--- src/rtl/wave_pkg.sv ---
// Shared types and defaults for the phase-accumulator oscillator and its shaper.
// shaper_width gives how many top phase bits the shaper actually consumes.
package wave_pkg;

  typedef enum logic [1:0] {
    SHAPE_SAW    = 2'd0,
    SHAPE_TRI    = 2'd1,
    SHAPE_SQUARE = 2'd2,
    SHAPE_PULSE  = 2'd3
  } shape_e;

  localparam int WAVE_P_DEFAULT = 16;
  localparam int WAVE_N_DEFAULT = 11;
  localparam int WAVE_D_DEFAULT = 8;

  // Saw/tri need N+1 top bits, pulse needs D top bits; nothing below that matters.
  function automatic int shaper_width(input int n, input int d);
    return (n + 1 > d) ? n + 1 : d;
  endfunction

endpackage

--- src/rtl/wave_shaper.sv ---
// Combinational shape generator: maps the top phase bits plus shape/duty to one sample.
// phase is the top W bits of the accumulator; lower bits never affect any shape.
module wave_shaper
  import wave_pkg::*;
#(
  parameter int N = WAVE_N_DEFAULT,
  parameter int D = WAVE_D_DEFAULT,
  parameter int W = shaper_width(N, D)
) (
  input  logic [W-1:0] phase,
  input  shape_e       shape,
  input  logic [D-1:0] duty,
  output logic [N-1:0] sample
);

  logic [N-1:0] tri_fold;

  // Triangle folds the lower half-period: XOR with the MSB inverts the second half.
  generate
    for (genvar gi = 0; gi < N; gi++) begin : g_tri
      assign tri_fold[gi] = phase[W-1-N+gi] ^ phase[W-1];
    end
  endgenerate

  always_comb begin
    sample = '0;
    case (shape)
      SHAPE_SAW:    sample = phase[W-1 -: N];
      SHAPE_TRI:    sample = tri_fold;
      SHAPE_SQUARE: sample = phase[W-1] ? '0 : '1;
      SHAPE_PULSE:  sample = (phase[W-1 -: D] < duty) ? '1 : '0;
      default:      sample = '0;
    endcase
  end

endmodule

--- src/rtl/wave_generator.sv ---
// Phase-accumulator oscillator with hard-sync, registered output and shape/duty
// changes deferred to period boundaries so no period mixes two shapes.
module wave_generator
  import wave_pkg::*;
#(
  parameter int P = WAVE_P_DEFAULT,
  parameter int N = WAVE_N_DEFAULT,
  parameter int D = WAVE_D_DEFAULT
) (
  input  logic         clk,
  input  logic         rst,
  input  logic         ena,
  input  logic [P-1:0] freq,
  input  logic [1:0]   shape_in,
  input  logic [D-1:0] duty_in,
  input  logic         sync,
  output logic [N-1:0] wave,
  output logic         wrap,
  output logic [1:0]   shape_active
);

  localparam int W = shaper_width(N, D);

  logic [P-1:0] phase_reg, phase_next;
  logic         wrap_reg, wrap_next;
  shape_e       shape_reg, shape_next;
  logic [D-1:0] duty_reg, duty_next;
  logic [N-1:0] wave_reg, sample;
  logic [P:0]   sum;
  logic         carry;
  logic         reload;

  always_comb begin
    sum        = {1'b0, phase_reg} + {1'b0, freq};
    carry      = ena & sum[P];
    reload     = sync | carry;
    phase_next = phase_reg;
    if (sync) begin
      phase_next = '0;
    end else if (ena) begin
      phase_next = sum[P-1:0];
    end
    wrap_next  = reload;
    shape_next = shape_reg;
    duty_next  = duty_reg;
    // New shape/duty are picked up only when a fresh period begins.
    if (reload) begin
      shape_next = shape_e'(shape_in);
      duty_next  = duty_in;
    end
  end

  wave_shaper #(
    .N(N),
    .D(D),
    .W(W)
  ) u_shaper (
    .phase (phase_reg[P-1 -: W]),
    .shape (shape_reg),
    .duty  (duty_reg),
    .sample(sample)
  );

  always_ff @(posedge clk) begin
    if (rst) begin
      phase_reg <= '0;
      wrap_reg  <= 1'b0;
      wave_reg  <= '0;
      shape_reg <= shape_e'(shape_in);
      duty_reg  <= duty_in;
    end else begin
      phase_reg <= phase_next;
      wrap_reg  <= wrap_next;
      wave_reg  <= sample;
      shape_reg <= shape_next;
      duty_reg  <= duty_next;
    end
  end

  assign wave         = wave_reg;
  assign wrap         = wrap_reg;
  assign shape_active = shape_reg;

endmodule

--- config.mk ---
export PLATFORM = sky130hd
export DESIGN_NAME = wave_generator
export DESIGN_NICKNAME = d
export VERILOG_FILES = /design/src/rtl/wave_pkg.sv /design/src/rtl/wave_shaper.sv /design/src/rtl/wave_generator.sv
export SDC_FILE = /design/constraint.sdc
export NUM_CORES = 1
export LEC_CHECK = 0
export CAP_MARGIN = 5
export CORE_MARGIN = 2
export CORE_UTILIZATION = 37
export DETAILED_ROUTE_END_ITERATION = 12
export SLEW_MARGIN = 10
export SYNTH_ARGS = -nofsm -noshare
export SYNTH_HDL_FRONTEND = slang
export SYNTH_SLANG_ARGS = --single-unit
--- constraint.sdc ---
create_clock -name clk -period 5.25 [get_ports clk]
set_input_delay 0.7875 -clock clk [delete_from_list [all_inputs] [get_ports clk]]
set_output_delay 0.7875 -clock clk [all_outputs]
set_load 0.005 [all_outputs]
==> results.toml <==
[outcome]
status = "complete, no violations"

[sta]
hold_slack_ps = 500
relSlewSlack = 0.251
min_period_over_period = 0.628
min_period_ps = 3290
rsz0062_at_grt = "no"
fin_skew_ps = 5.52
hold_violations = 0
max_freq_mhz = 304
fin_tns_setup_ps = 0
setup_viol = 0
maxSlewViolCount = 0
fin_ws_ps = 1960
worst_pin_slew_ps = 1120

[clock_network]
cts.sinks = 38
holdBufCountCts = 0
postCtsSetupRepairBufs = 0
clock_latency_ps = 290
clockRootBuffer = "clkbuf_8"
clk_pin_slew_ps = 80
cts_inserted_buffers = 5
tritoncts = "done"
clock_path_buffers = 2
post_cts_resized = 0
h-tree-depth = 2

[pwr]
p_per_area_nw_per_um2 = 236
finalPower_mw = 0.695
leakagePower_nw = 1.24
max-vdd-ir-drop_mv = 0.121

[layout]
area_growth_pct = 23.9
multi_input_area_sq_um = 1410
post-route-util = 0.468
num_antenna_cells = 0
fin_area_sq_um = 2940
seq_area_sq_um = 861
final_layout_size_suffix_gt1_frac = 0.0903
largest_register_ffs = 16
layout.nets = 363
fillers = 636
final_cells = 387

[placement]
hpwl_um = 3690
port_buffers = 43
placed_area_sq_um = 2860
dp_slack_ps = 1650
place_inst = 379
place_congestion = 0.822

[floorplanning]
ios = 44
dieArea_sq_um = 7070
die_h_um = 84.1
dieWidth_um = 84.1
coreArea_sq_um = 6280
num_rows = 29
start_util = 0.378

[global_route]
overflow = 0
grt_max_degree = 25
grt_pass1_wl_um = 8630
grt_pass1_vias = 1899
antenna_found_initial = 0
grt_usage = 0.151

[logic_synthesis]
synth_nets = 322
synth_top_area_cell = "dfxtp_1"
seq_area_frac_synth = 0.363
yosysMostFrequentCell = "nor2_1"
synth_top_cell_area_share = 0.236
syn_inst = 268
synth_commonest_cells = "41 x nor2_1, 28 x dfxtp_1, 23 x ha_1"
avgSynthCellArea_sq_um = 8.86
ys_types = 42
ys.flop_type = "dfxtp_1"
syn-cell-area_sq_um = 2370
ys_seq_elements = 38
synthArstFlopShare = 0
synth_edf_count = 10
synth_warnings = 0
synth_area_leaders = "dfxtp_1 24%, edfxtp_1 13%, ha_1 12%"

[critical_path]
cp-end-kind = "flop"
rrSetupSlack_ps = 2560
worstPathRequired_ps = 5200
cpPeakStageDelay_ps = 510
cp_cell_sequence = "clkdlybuf4s50_1 > ha_1 > fa_1 > a21oi_2 > o22ai_1 > o41ai_2 > o21ai_2 > o221ai_2 > nand2_1"
critPathBufInv = 1
slowest_stage = "o41ai_2"
worstSetupStartpointType = "input pin"
worstPathArrival_ps = 3240
critPathMaxFanout = 10
critical_path_class = "in -> reg"
crit_family = "compound AO/OA/AOI/OAI gates"

[detailed_routing]
route.detailed.wl_per_inst_um = 12.6
drc = 0
dr.first_iter.drc_count = 97
drtAntennaViolNets = 0
firstDrtPassIters = 6
viasPerCell = 5.05
num_vias = 1953
routed_wl_um = 4880

[worst_hold_path]
hold_class = "reg -> reg"

[flow_run]
maxCapViolations = 0
==> routing by layer <==
layer	vias up	GRT usage	share of wire
met3	4	0.0346	0.033
met5	-	0	0
met1	891	0.201	0.49
li1	1028	-	-
met4	0	0.0425	0.0080
met2	30	0.243	0.47
==> where the power goes <==
part | total (mW) | switching [mW] | leakage, nW | internal [mW]
logic | 0.159 | 0.0741 | 0.866 | 0.0845
registers | 0.338 | 0.0177 | 0.333 | 0.320
clock network | 0.198 | 0.107 | 0.0416 | 0.0910
total | 0.695 | 0.199 | 1.24 | 0.496
==> kinds of logic (layout without fill, tap and decap cells) <==
group / after synthesis / count (layout) / share of synthesized area
xor+xnor: 20 / 20 / 0.0738
fa+ha+maj: 24 / 24 / 0.130
compound gates: 71 / 71 / 0.201
flops: 38 / 38 / 0.363
buf+inv: 25 / 67 / 0.0443
simple gates: 82 / 82 / 0.154
mux: 8 / 8 / 0.0337
==> area by class of cell <==
class,instances,share of cell area
clock buffer,5,0.0234
timing repair buffer,43,0.146
multi-input combinational,205,0.479
tap,77,0.0328
inverter,16,0.0204
clock inverter,3,0.00553
sequential,38,0.293
==> cell usage in the layout, fill, tap and decap left out, types with 2 or more instances in the layout <==
cell | netlist | final
a211oi_1 | 2 | 2
a21o_1 | 7 | 7
a21oi_1 | 22 | 22
a21oi_2 | 4 | 4
a31oi_1 | 8 | 8
clkbuf_8 | 0 | 5
clkdlybuf4s50_1 | 0 | 43
dfxtp_1 | 28 | 28
edfxtp_1 | 10 | 10
ha_1 | 23 | 23
inv_1 | 16 | 16
mux2i_1 | 8 | 8
nand2_1 | 13 | 13
nand3_1 | 7 | 7
nand4_1 | 3 | 3
nor2_1 | 41 | 41
nor2_2 | 10 | 10
nor3_1 | 2 | 2
o211ai_1 | 2 | 2
o21a_1 | 2 | 2
o21ai_0 | 7 | 7
o21ai_1 | 2 | 2
o21bai_1 | 4 | 4
o22ai_1 | 3 | 3
or3_1 | 2 | 2
xnor2_1 | 16 | 16
xor2_1 | 4 | 4
==> worst min-delay path: cells and delay by family, from the launching register on <==
family	cells	cell delay [ps]
simple gates	1	80
flops	1	320
compound gates	1	50
==> path summary, 6_finish.rpt <==
kind | startpoint | end | cells after the start
min | phase_reg[2] | phase_reg[2] | 2
max reg2reg | phase_reg[0] | duty_reg[5] | 8
max | freq[0] | duty_reg[5] | 9
min reg2reg | phase_reg[2] | phase_reg[2] | 2
Note: power is estimated with default switching activity, not from simulation.
